**config.mk**
```make
export PLATFORM = sky130hd
export DESIGN_NAME = lvds_frame_aligner
export DESIGN_NICKNAME = d
export VERILOG_FILES = /design/src/rtl/lvds_pkg.sv /design/src/rtl/lvds_word_reorder.sv /design/src/rtl/lvds_frame_aligner.sv
export SDC_FILE = /design/constraint.sdc
export NUM_CORES = 1
export LEC_CHECK = 0
export ABC_AREA = 1
export ABC_CLOCK_PERIOD_IN_PS = 1260
export CAP_MARGIN = 15
export CORE_AREA = 2 2 79 81
export CTS_CLUSTER_SIZE = 25
export DETAILED_ROUTE_END_ITERATION = 16
export DIE_AREA = 0 0 81 83
export DONT_BUFFER_PORTS = 1
export PLACE_DENSITY = 0.64
export SYNTH_ARGS = -nofsm -noshare
export SYNTH_HDL_FRONTEND = slang
export SYNTH_SLANG_ARGS = --single-unit
```
**constraint.sdc**
```tcl
create_clock -name CLKDIV -period 1.26 [get_ports CLKDIV]
set_input_delay 0 -clock CLKDIV [delete_from_list [all_inputs] [get_ports CLKDIV]]
set_output_delay 0 -clock CLKDIV [all_outputs]
set_load 0.1 [all_outputs]
```
**src/rtl/lvds_pkg.sv**
```systemverilog
// rtl/lvds_pkg.sv - shared types and constants for the LVDS frame aligner
package lvds_pkg;

    typedef enum logic [2:0] {
        ST_IDLE,
        ST_CHECK,
        ST_SLIP,
        ST_SETTLE,
        ST_VERIFY,
        ST_LOCK,
        ST_FAIL
    } align_state_t;

    localparam int DEFAULT_DATA_WIDTH = 10;
    localparam logic [DEFAULT_DATA_WIDTH-1:0] DEFAULT_FRAME_PATTERN = 10'b1111100000;
    localparam int DEFAULT_SLIP_CNT_W = $clog2(2 * DEFAULT_DATA_WIDTH + 1);

    // Width of a counter that must hold values 0..max_val inclusive.
    function automatic int cnt_width(input int max_val);
        return (max_val < 1) ? 1 : $clog2(max_val + 1);
    endfunction

endpackage

```
**src/rtl/lvds_word_reorder.sv**
```systemverilog
// rtl/lvds_word_reorder.sv - optional bit reversal of one deserialized word
module lvds_word_reorder #(
    parameter int DATA_WIDTH = 10,
    parameter bit REVERSE    = 1'b0
) (
    input  logic [DATA_WIDTH-1:0] word,
    output logic [DATA_WIDTH-1:0] reordered
);

    always_comb begin
        reordered = word;
        if (REVERSE) begin
            for (int b = 0; b < DATA_WIDTH; b++) begin
                reordered[b] = word[DATA_WIDTH-1-b];
            end
        end
    end

endmodule

```
**src/rtl/lvds_frame_aligner.sv**
```systemverilog
// rtl/lvds_frame_aligner.sv - bitslip search on the frame lane, lock tracking and word output
module lvds_frame_aligner
    import lvds_pkg::*;
#(
    parameter int                    DATA_WIDTH    = 10,
    parameter int                    NUM_CH        = 4,
    parameter logic [DATA_WIDTH-1:0] FRAME_PATTERN = DEFAULT_FRAME_PATTERN,
    parameter int                    SETTLE_CYCLES = 4,
    parameter int                    MATCH_COUNT   = 8,
    parameter int                    LOSS_COUNT    = 4,
    parameter int                    MAX_SLIPS     = 2 * DATA_WIDTH,
    parameter bit                    MSB_FIRST     = 1'b0
) (
    input  logic                           CLKDIV,
    input  logic                           RST_N,
    input  logic                           EN,
    input  logic [DATA_WIDTH-1:0]          FRAME_Q,
    input  logic [NUM_CH*DATA_WIDTH-1:0]   DATA_Q,
    output logic                           BITSLIP,
    output logic [NUM_CH*DATA_WIDTH-1:0]   DATA_OUT,
    output logic                           DATA_VALID,
    output logic                           LOCKED,
    output logic                           ALIGN_ERR,
    output logic [$clog2(MAX_SLIPS+1)-1:0] SLIP_CNT
);

    localparam int SCW = cnt_width(MAX_SLIPS);
    localparam int MCW = cnt_width(MATCH_COUNT);
    localparam int LCW = cnt_width(LOSS_COUNT);
    localparam int TCW = cnt_width(SETTLE_CYCLES);

    localparam logic [SCW-1:0] SLIP_MAX     = SCW'(MAX_SLIPS);
    localparam logic [MCW-1:0] MATCH_TARGET = MCW'(MATCH_COUNT);
    localparam logic [LCW-1:0] LOSS_LAST    = LCW'(LOSS_COUNT - 1);
    localparam logic [TCW-1:0] SETTLE_LAST  = TCW'(SETTLE_CYCLES - 1);

    align_state_t   state;
    logic [MCW-1:0] match_cnt;
    logic [MCW-1:0] next_match;
    logic [LCW-1:0] loss_cnt;
    logic [TCW-1:0] settle_cnt;
    logic           match;

    logic [NUM_CH*DATA_WIDTH-1:0] reordered;

    assign match = (FRAME_Q == FRAME_PATTERN);

    // CHECK starts a fresh run of matches; VERIFY extends the current one.
    assign next_match = (state == ST_CHECK) ? MCW'(1) : match_cnt + MCW'(1);

    always_ff @(posedge CLKDIV or negedge RST_N) begin
        if (!RST_N) begin
            state      <= ST_IDLE;
            BITSLIP    <= 1'b0;
            LOCKED     <= 1'b0;
            ALIGN_ERR  <= 1'b0;
            SLIP_CNT   <= '0;
            match_cnt  <= '0;
            loss_cnt   <= '0;
            settle_cnt <= '0;
        end else if (!EN) begin
            state      <= ST_IDLE;
            BITSLIP    <= 1'b0;
            LOCKED     <= 1'b0;
            ALIGN_ERR  <= 1'b0;
            SLIP_CNT   <= '0;
            match_cnt  <= '0;
            loss_cnt   <= '0;
            settle_cnt <= '0;
        end else begin
            BITSLIP <= 1'b0;
            case (state)
                ST_IDLE: begin
                    state    <= ST_CHECK;
                    SLIP_CNT <= '0;
                end
                ST_CHECK, ST_VERIFY: begin
                    if (match) begin
                        match_cnt <= next_match;
                        if (next_match == MATCH_TARGET) begin
                            state    <= ST_LOCK;
                            LOCKED   <= 1'b1;
                            loss_cnt <= '0;
                        end else begin
                            state <= ST_VERIFY;
                        end
                    end else if (SLIP_CNT == SLIP_MAX) begin
                        state     <= ST_FAIL;
                        ALIGN_ERR <= 1'b1;
                    end else begin
                        // Counter only advances below the limit, so it saturates.
                        state    <= ST_SLIP;
                        BITSLIP  <= 1'b1;
                        SLIP_CNT <= SLIP_CNT + SCW'(1);
                    end
                end
                ST_SLIP: begin
                    state      <= ST_SETTLE;
                    settle_cnt <= '0;
                end
                ST_SETTLE: begin
                    if (settle_cnt == SETTLE_LAST) begin
                        state <= ST_CHECK;
                    end else begin
                        settle_cnt <= settle_cnt + TCW'(1);
                    end
                end
                ST_LOCK: begin
                    if (match) begin
                        loss_cnt <= '0;
                    end else if (loss_cnt == LOSS_LAST) begin
                        state    <= ST_CHECK;
                        LOCKED   <= 1'b0;
                        SLIP_CNT <= '0;
                        loss_cnt <= '0;
                    end else begin
                        loss_cnt <= loss_cnt + LCW'(1);
                    end
                end
                ST_FAIL: begin
                    LOCKED <= 1'b0;
                end
                default: begin
                    state <= ST_IDLE;
                end
            endcase
        end
    end

    for (genvar ch = 0; ch < NUM_CH; ch++) begin : g_reorder
        lvds_word_reorder #(
            .DATA_WIDTH(DATA_WIDTH),
            .REVERSE   (MSB_FIRST)
        ) u_reorder (
            .word     (DATA_Q[ch*DATA_WIDTH +: DATA_WIDTH]),
            .reordered(reordered[ch*DATA_WIDTH +: DATA_WIDTH])
        );
    end

    always_ff @(posedge CLKDIV or negedge RST_N) begin
        if (!RST_N) begin
            DATA_OUT   <= '0;
            DATA_VALID <= 1'b0;
        end else begin
            DATA_OUT   <= reordered;
            DATA_VALID <= (state == ST_LOCK);
        end
    end

endmodule

```
==> summary.md, run 1 <==
| Metric | Value |
|---|---|
| Fmax | 0.698 GHz |
| Clk slew on worst S/H paths | 80 ps |
| Syn nets | 280 |
| Req. time, crit path | 1530 ps |
| Via count | 1,985 |
| Hold WS | -653 ps |
| Final period util | 114% |
| Register Area | 1570 sq um |
| Slew Viols, Final | 0 |
| #FFs+latches synth | 62 |
| Core Rows | 28 |
| Critical-path maximum fanout | 2 |
| H-Tree Depth | 3 |
| I/O Buffers | 0 |
| Die W | 81 um |
| Starting density of the core | 40.2% |
| Post-synthesis cell count | 221 |
| Status | complete, but fails checks |
| GPL Wtd Cong | 0.862 |
| First DRT Iteration DRCs | 54 |
| Tot GR Track Use | 18.0% |
| Final setup margin | -173 ps |
| Critical path endpoint category | flip-flop |
| Placeable Area | 5820 sq um |
| Failing checks | hold timing, setup timing |
| Post-synthesis sequential area ratio | 66.4% |
| Die height | 83 um |
| Largest cells by area after synthesis | dfrtp_1 66%, nand2_1 8.0%, nand3_1 4.5%, inv_1 4.2%, nor2_1 3.4% |
| CP Data Arrival Time | 1700 ps |
| Area of the multi-input gates | 861 sq um |
| WL/cell | 13.4 um |
| VDD IR-drop max | 1.05 mV |
| Fill cells | 454 |
| Most numerous cell in the Yosys netlist | dfrtp_1 |
| Max clock buf depth | 2 |
| Relative slew slack | 72.5% |
| Largest net degree at the start of global routing | 63 |
| CTS tree | yes |
| Synthesized area per cell | 10.6 sq um |
| Detailed Place HPWL | 3400 um |
| Yosys top cell by area | dfrtp_1 |
| Setup violations, final | 17 |
| Final core occ | 66.6% |
| Clock Skew | 7.19 ps |
| Post-synth EDFFs | 0 |
| CP max stage cell | dfrtp_1 |
| Worst Max-Slew Pin Slew | 410 ps |
| Synth cell types | 24 |
| Cells along the critical path | ha_1 -> inv_2 -> nand3_2 -> nor2_1 -> nand2_1 -> buf_4 -> nor2_2 -> a21oi_1 -> nor2_1 |
| Routed Antenna Nets | 0 |
| Nets | 408 |
| Hold Vio Cnt, Final | 64 |
| TritonRoute pass-1 iters | 4 |
| CP dominant cell by count | nor2_1 |
| PD cells | 1350 nW/um^2 |
| Remaining DRCs | 0 |
| DR vias/cell | 4.63 |
| Worst Hold Class | input port to asynchronous set/reset pin |
| Die area | 6720 sq um |
| Max cap viols | 0 |
| Largest stage delay, worst path | 390 ps |
| Root buffer cell | clkbuf_8 |
| Grt total ovfl | 0 |
| DRT Wirelength | 5760 um |
| CP startpoint kind | flip-flop |
| Area Growth Syn to Fin | 65.9% |
| First-pass GRT wire length | 9130 um |
| Clock Latency Late Sink | 340 ps |
| Share of the synthesized area in the top cell type | 66.4% |
| Leakage power | 1.86 nW |
| Synth Warn # | 0 |
| Register-to-Register Path Depth | 9 |
| Vias in the first global route | 2,080 |
| Top cells by count, synth | 62 x dfrtp_1, 50 x nand2_1, 26 x inv_1 |
| RSZ-0062 raised after global routing | yes |
| Sink Count | 62 |
| I/O pins | 102 |
| Post-layout min period | 1430 ps |
| TritonCTS Buffers | 9 |
| Overall power | 0.00522 W |
| CP Class | flip-flop to flip-flop |
| Prevailing post-synth register cell | dfrtp_1 |
| Layout cells sized above 1 | 42.4% |
| # diodes | 0 |
| Initial antenna violation count | 0 |
| Ys async rst share | 100% |
| Mapped cell area | 2340 sq um |
## power by group
part	internal [W]	leakage [nW]	switching (W)
sequential	0.00208	0.755	0.0000412
combinational	0.000314	1.00	0.000794
clock	0.00118	0.109	0.000814
total	0.00357	1.86	0.00165
## logic make-up after synthesis
logic type,Yosys count,synth area share [%]
simple gates,106,20.5
buf+inv,28,4.50
compound gates,16,4.23
xor+xnor,3,1.13
flops,62,66.4
fa+ha+maj,6,3.21
## final timing paths
path | from | end | slack (ps)
max in group asynchronous | RST_N | SLIP_CNT[1] | 1810
max reg2reg | match_cnt[0] | state[0] | -170
min reg2reg | LOCKED | LOCKED | 480
min | RST_N | DATA_OUT[35] | -650
max | match_cnt[0] | state[0] | -170
min in group CLKDIV | EN | loss_cnt[0] | -20
## sequential cells by signal (all words and copies together), names as in the netlist
signal      cells
DATA_OUT       40
SLIP_CNT        5
match_cnt       4
loss_cnt        3
settle_cnt      3
state           3
ALIGN_ERR       1
BITSLIP         1
DATA_VALID      1
LOCKED          1
## per-layer routing
layer / track usage, % / routed length, um / vias up
met3: 4.89 / 299 / 10
met4: 8.47 / 116 / 0
met1: 19.2 / 2120 / 955
met2: 32.1 / 3220 / 62
li1: - / - / 958
met5: 0 / 0 / -
## cell usage in the layout (no fill, tap or decap), types with 2 or more instances in the layout
cell type      synthesis  final
clkbuf_8               0     10
nor2_1                21     15
buf_6                  0      5
nor2_2                 1      6
nand4_1                3      3
ha_4                   0      2
nand3_4                1      3
buf_4                  0     71
inv_4                  0      4
o21ai_2                0      3
nand2_4                0      3
nand2_1               50     42
o21ai_1                1      2
a21oi_1                3      2
dfrtp_2                0      5
ha_1                   6      3
dfrtp_1               62     54
nand3_1               21     13
nand3_2                1      7
bufinv_16              0      2
dlygate4sd3_1          0     42
xor2_1                 2      2
inv_2                  1      3
nor2_4                 1      2
inv_1                 26     20
clkinvlp_4             0      2
o21ai_0                7      3
nand2_2                6     11
dfrtp_4                0      3
## critical path: cells and delay by family (launching register included)
family                   cells  cell delay (ps)
adder cells (fa/ha/maj)      1              300
buffers and inverters        2              220
AO/OA/AOI/OAI                1               50
AND/OR/NAND/NOR              5              410
flip-flops                   1              390
## metrics by stage
step / cell area [sq um] / setup TNS, ps / worst slack, ps / hold WS, ps / cells
final: 3870 / -1760 / -173 / -653 / 429
after detailed placement: 2950 / -1280 / -140 / -294 / 361
after floorplan: 2360 / -1440 / -220 / -296 / 221
after global routing: 3870 / -3330 / -259 / -680 / 429
after CTS: 3690 / -1190 / -139 / -666 / 423
after global placement: 2950 / -972 / -106 / -294 / 361
## final cells by class
type                    instances  share of cell area (%)
clock buffers                  10                    3.55
clock inverters                 6                    2.39
inverters                      27                    2.87
multi-input cells             131                    22.2
flip-flops and latches         62                    40.5
well taps                      75                    2.42
repair buffers                118                    26.1
## repair_timing
action,CTS,global route
hold endpoints to repair,121,71
setup buffers,6,5
hold buffers,41,1
resized for setup,20,37
endpoints found under the setup margin,19,21
pin swaps,23,14
(Power assumes the default switching activity.)
==> run 2: changes to the inputs <==
- ABC_AREA: 1 -> unset
- CORE_AREA: 2 2 79 81 -> 2 2 80 82
- DIE_AREA: 0 0 81 83 -> 0 0 82 84
- PLACE_DENSITY: 0.64 -> 0.65
- SLEW_MARGIN: unset -> 15
==> run 2 against run 1 <==
Compared with the run above:
- the run still ends with hold timing, setup timing left
- register-to-register slack worse by 180 ps
- critical path depth is 2 lower
- area after synthesis is 3.7% higher
- critical endpoint is now SLIP_CNT[2]
==> summary.md, run 2 <==
| Metric | Value |
|---|---|
| RSZ-0062 raised after global routing | yes |
| Sink Count | 62 |
| Req. time, crit path | 1520 ps |
| Finished Cell Area | 4050 sq um |
| Most common cell after layout, fill and taps aside | buf_4 |
| Nets | 390 |
| Placeable Area | 6100 sq um |
| Fill cells | 431 |
| I/O pins | 102 |
| Met2 usage | 30.2% |
| Relative slew slack | 51.5% |
| # diodes | 0 |
| Slew Viols, Final | 0 |
| TritonRoute pass-1 iters | 4 |
| Critical path endpoint category | flip-flop |
| Largest Register | DATA_OUT |
| GPL Wtd Cong | 0.775 |
| Max clock buf depth | 2 |
| Cts hold-fix bufs | 42 |
| First DRT Iteration DRCs | 72 |
| CP Class | flip-flop to flip-flop |
| Busiest layer in global routing | met2 |
| Detailed Place HPWL | 3730 um |
| Most numerous cell in the Yosys netlist | dfrtp_1 |
| TritonCTS Buffers | 9 |
| Setup WS pre-CTS | -361 ps |
| Synth Warn # | 0 |
| Most frequent cells in the layout | 91 x buf_4, 55 x dfrtp_1, 42 x dlygate4sd3_1 |
| Final setup margin | -349 ps |
| PD cells | 1430 nW/um^2 |
| Starting density of the core | 39.7% |
| Synth cell types | 52 |
| Max cap viols | 0 |
| DRT Wirelength | 6390 um |
| Met3 GRT Util | 7.79% |
| Critical-path maximum fanout | 6 |
| Clock Latency Late Sink | 340 ps |
| Final setup TNS | -4440 ps |
| Clk slew on worst S/H paths | 70 ps |
| Overall power | 0.00581 W |
| #FFs+latches synth | 62 |
| Layout cells sized above 1 | 49.0% |
| Die height | 84 um |
| Top Registers | DATA_OUT x40, SLIP_CNT x5, match_cnt x4 |
| Largest net degree at the start of global routing | 63 |
| Register-to-Register Path Depth | 7 |
| Core Rows | 29 |
| Worst Hold Class | input port to asynchronous set/reset pin |
| Prevailing post-synth register cell | dfrtp_1 |
| H-Tree Depth | 3 |
| First-pass GRT wire length | 9910 um |
| M1 GR Usage | 23.6% |
| CTS tree | yes |
| Yosys top cell by area | dfrtp_1 |
| Status | complete, but fails checks |
| Die area | 6890 sq um |
| Vias in the first global route | 2,148 |
| Top cells by count, synth | 62 x dfrtp_1, 12 x nand2_1, 8 x inv_1 |
| Mapped cell area | 2420 sq um |
| WL/cell | 15.5 um |
| Final period util | 128% |
| VDD IR-drop max | 1.04 mV |
| Max reg flops | 40 |
| Hold Vio Cnt, Final | 62 |
| Remaining DRCs | 0 |
| Tot GR Track Use | 19.3% |
| Clock Skew | 8.34 ps |
| Fmax | 0.621 GHz |
| Leakage power | 1.89 nW |
| Grt total ovfl | 0 |
| CP startpoint kind | flip-flop |
| Post-synthesis sequential area ratio | 64.0% |
| I/O Buffers | 0 |
| Routed Antenna Nets | 0 |
| DR vias/cell | 4.92 |
| Die W | 82 um |
| Placement Cell Area | 3190 sq um |
| Post-layout min period | 1610 ps |
| Syn nets | 249 |
| Setup violations, final | 20 |
| Worst Max-Slew Pin Slew | 724 ps |
| Synthesized area per cell | 12.7 sq um |
| Hold WS | -651 ps |
| Area Growth Syn to Fin | 67.4% |
| Via count | 2,026 |
| Post-synth EDFFs | 0 |
| Initial antenna violation count | 0 |
| CP Data Arrival Time | 1870 ps |
| Share of the synthesized area in the top cell type | 64.0% |
| Post-synthesis cell count | 190 |
| Ys async rst share | 100% |
| Root buffer cell | clkbuf_8 |
| Failing checks | hold timing, setup timing |
| Largest cells by area after synthesis | dfrtp_1 64%, ha_1 3.1%, nand2_1 1.9%, a31oi_1 1.8%, nor2b_1 1.5% |
run 2: cell count changes after synthesis, moves of 5 or more:
| cell | previous run | this run |
|---|---|---|
| nand2_1 | 50 | 12 |
| inv_1 | 26 | 8 |
| nand3_1 | 21 | 6 |
| nor2_1 | 21 | 6 |
| nand2_2 | 6 | 0 |
| nor2b_1 | 0 | 6 |
| a31oi_1 | 2 | 7 |
run 2: final timing paths:
| check | from | to | slack (ps) |
|---|---|---|---|
| worst max-delay path | SLIP_CNT[1] | SLIP_CNT[2] | -350 |
| worst min-delay path | RST_N | SLIP_CNT[1] | -650 |
| worst max register to register | SLIP_CNT[1] | SLIP_CNT[2] | -350 |
| worst min register to register | loss_cnt[1] | loss_cnt[1] | 540 |
| max in group asynchronous | RST_N | state[2] | 1780 |
| min in group CLKDIV | EN | LOCKED | 100 |
run 2: cells by family after synthesis:
family / share of synthesized area, %
AOI/OAI and AO/OA: 13.0
xor gates and xnor gates: 1.08
buffers and inverters: 3.82
DFF: 64.0
adders and majority gates: 3.10
and+or+nand+nor: 15.0
run 2: through the flow:
| step | cells | utilization (%) |
|---|---|---|
| finish | 412 | 66.5 |
| global route | 412 | 66.5 |
| CTS | 409 | 64.6 |
| detailed placement | 347 | 52.4 |
| global placement | 347 | 52.4 |
| floorplan | 190 | - |
run 2: cell type report:
class | instances | area (sq um) | area share (%)
sequential | 62 | 1570 | 38.6
timing repair buffer | 139 | 1180 | 29.1
multi-input combinational | 111 | 957 | 23.6
clock buffer | 12 | 155 | 3.83
tap | 77 | 96.3 | 2.38
clock inverter | 3 | 67.6 | 1.67
inverter | 8 | 32.5 | 0.802
run 2: critical path: stages (launching register included):
cell and delay [ps]:
dfrtp_4 430, inv_4 40, ha_4 140, and4b_2 230, a31oi_4 270, and2_4 230
a21oi_2 50, a31oi_1 150
run 2: report_power, final:
part / internal [W] / total (W) / switching, W
clock network: 0.00121 / 0.00196 / 0.000751
registers: 0.00213 / 0.00219 / 0.0000606
logic: 0.000523 / 0.00166 / 0.00114
total: 0.00386 / 0.00581 / 0.00195
run 2: timing repair:
item,CTS,global route
pin swaps,14,17
hold endpoints to repair,122,62
buffers inserted,5,4
setup endpoints to repair,21,21
resized for setup,17,21
run 2: per-layer routing:
layer  up-vias  share of wire [%]
met4         0                1.7
met3        11                8.7
met5         -                  0
met2        95                 49
met1       965                 40
li1        955                  -
==> run 3: changes to the inputs <==
==> constraint.sdc (replaced) <==
create_clock -name CLKDIV -period 1.26 [get_ports CLKDIV]
set_input_delay 0.126 -clock CLKDIV [delete_from_list [all_inputs] [get_ports CLKDIV]]
set_output_delay 0.126 -clock CLKDIV [all_outputs]
set_load 0.1 [all_outputs]
==> run 3 against run 2 <==
Compared with the run above:
- the run still ends with hold timing, setup timing left
- worst setup slack better by 9.2 ps
- die area stayed put
- design area is 3.8% higher
- count of clock-buffer cells in the layout is 2 lower
- first-iteration DRC count is 1.4% lower
- clock power is 9% lower
- sequential power hardly changed
- combinational power is 5% higher
- total power is 1.7% lower
- critical path type unchanged
- largest cell class unchanged
==> summary.md, run 3 (synthesis results as in run 2) <==
| Metric | Value |
|---|---|
| Sink Count | 62 |
| Nets | 399 |
| Fill cells | 412 |
| RSZ-0062 raised after global routing | yes |
| Area Growth Syn to Fin | 73.8% |
| Cts hold-fix bufs | 42 |
| Core Rows | 29 |
| Vias in the first global route | 2,241 |
| I/O pins | 102 |
| Placeable Area | 6100 sq um |
| WL/cell | 15.9 um |
| Grt total ovfl | 0 |
| CP startpoint kind | flip-flop |
| CTS tree | yes |
| H-Tree Depth | 3 |
| Die area | 6890 sq um |
| Die W | 82 um |
| Starting density of the core | 39.7% |
| First DRT Iteration DRCs | 71 |
| Root buffer cell | clkbuf_8 |
| Final core occ | 69.0% |
| CP Class | flip-flop to flip-flop |
| I/O Buffers | 0 |
| RR Endpoint | loss_cnt[1] |
| # diodes | 0 |
| DR vias/cell | 4.91 |
| Top Registers | DATA_OUT x40, SLIP_CNT x5, match_cnt x4 |
| Layout cells sized above 1 | 51.9% |
| Routed Antenna Nets | 0 |
| Slew Viols, Final | 0 |
| Max reg flops | 40 |
| Register Area | 1560 sq um |
| Clock Latency Late Sink | 330 ps |
| Critical-path maximum fanout | 3 |
| DRT Wirelength | 6710 um |
| Hold WS | -523 ps |
| Remaining DRCs | 0 |
| GPL Wtd Cong | 0.828 |
| Most frequent cells in the layout | 93 x buf_4, 56 x dfrtp_1, 42 x dlygate4sd3_1 |
| Max cap viols | 0 |
| Failing checks | hold timing, setup timing |
| Post-layout min period | 1600 ps |
| Final setup margin | -340 ps |
| Setup violations, final | 21 |
| Final Non-Filler Cells | 422 |
| Most common cell after layout, fill and taps aside | buf_4 |
| Tot GR Track Use | 19.8% |
| Fmax | 0.625 GHz |
| TritonCTS Buffers | 9 |
| Critical path endpoint category | flip-flop |
| Largest Register | DATA_OUT |
| Detailed Place HPWL | 3720 um |
| Via count | 2,074 |
| TritonRoute pass-1 iters | 4 |
| Register-to-Register Path Depth | 6 |
| Flop-to-flop setup slack | -340 ps |
| CP Data Arrival Time | 1820 ps |
| Worst Max-Slew Pin Slew | 656 ps |
| Max clock buf depth | 2 |
| Hold Vio Cnt, Final | 62 |
| First-pass GRT wire length | 10,200 um |
| Clock Skew | 7.12 ps |
| Status | complete, but fails checks |
| Largest stage delay, worst path | 420 ps |
| Initial antenna violation count | 0 |
| Final period util | 127% |
| Leakage power | 1.95 nW |
| Inst Count DP | 347 |
| Worst Hold Class | input port to asynchronous set/reset pin |
| Cells along the critical path | ha_4 -> xnor2_2 -> and4b_4 -> nand2_4 -> a21o_1 -> a32o_2 |
| Largest net degree at the start of global routing | 63 |
| Area of the multi-input gates | 1010 sq um |
| Worst reg2reg startpoint | match_cnt[1] |
| Clk slew on worst S/H paths | 70 ps |
| PD cells | 1360 nW/um^2 |
| CP max stage cell | dfrtp_1 |
| Die height | 84 um |
| VDD IR-drop max | 1.40 mV |
| Req. time, crit path | 1480 ps |
| Relative slew slack | 56.1% |
## run 3: changes by cell type in the layout (fill, tap and decap cells not counted), sizes merged
cell,delta
clkinv,+1
clkinvlp,+2
inv,+1
buf,+9
clkbuf,-2
bufinv,-1
## run 3: layout make-up
cell class	instances	area share, %
tap	77	2.29
clock buffer	10	3.27
inverter	8	0.832
sequential	62	37.2
timing repair buffer	148	30.9
clock inverter	6	1.66
multi-input combinational	111	23.9
## run 3: how the worst max path moves through the flow
stage	startpoint	endpoint	slack (ps)	depth (start not counted)
3_5_place_dp	match_cnt[1]	loss_cnt[1]	-380	5
4_1_cts	match_cnt[0]	loss_cnt[1]	-350	5
2_1_floorplan	SLIP_CNT[1]	state[2]	-450	7
5_1_grt	match_cnt[1]	loss_cnt[1]	-400	6
6_report	match_cnt[1]	loss_cnt[1]	-340	6
3_3_place_gp	match_cnt[1]	loss_cnt[1]	-330	5
## run 3: critical path: cells and delay by family, from the launching register on
family	cells	cell delay, ps
fa+ha+maj	1	190
compound gates	2	400
simple gates	2	330
flops	1	420
xor+xnor	1	150
## run 3: layer usage
metal  track usage (%)  vias up  part of all wire (%)
li1                  -      977                     -
met1              24.0      983                    39
met2              31.3      105                    50
met3              8.66        9                   9.6
met4              6.36        0                   1.5
met5                 0        -                     0
## run 3: timing repair
action	4_1_cts	5_1_grt
pin swaps	15	18
setup buffers	11	8
gates resized for setup	22	32
setup endpoints to repair	22	23
hold endpoints to repair	118	62
gates cloned	0	0
## run 3: per-stage QoR
step	hold slack [ps]	area (sq um)	total power, W	worst slack, ps	TNS [ps]
after CTS	-535	3990	0.00559	-353	-4600
after floorplan	-170	2500	0.00327	-447	-5080
final	-523	4210	0.00572	-340	-5060
after global placement	-168	3210	0.00358	-327	-4770
after detailed placement	-168	3210	0.00360	-379	-5310
after global routing	-546	4210	0.00592	-401	-6430
## run 3: power breakdown
group | switching [W] | internal [W] | leakage (nW)
Sequential | 0.0000647 | 0.00212 | 0.758
Combinational | 0.00117 | 0.000571 | 1.10
Clock | 0.000807 | 0.000976 | 0.0951
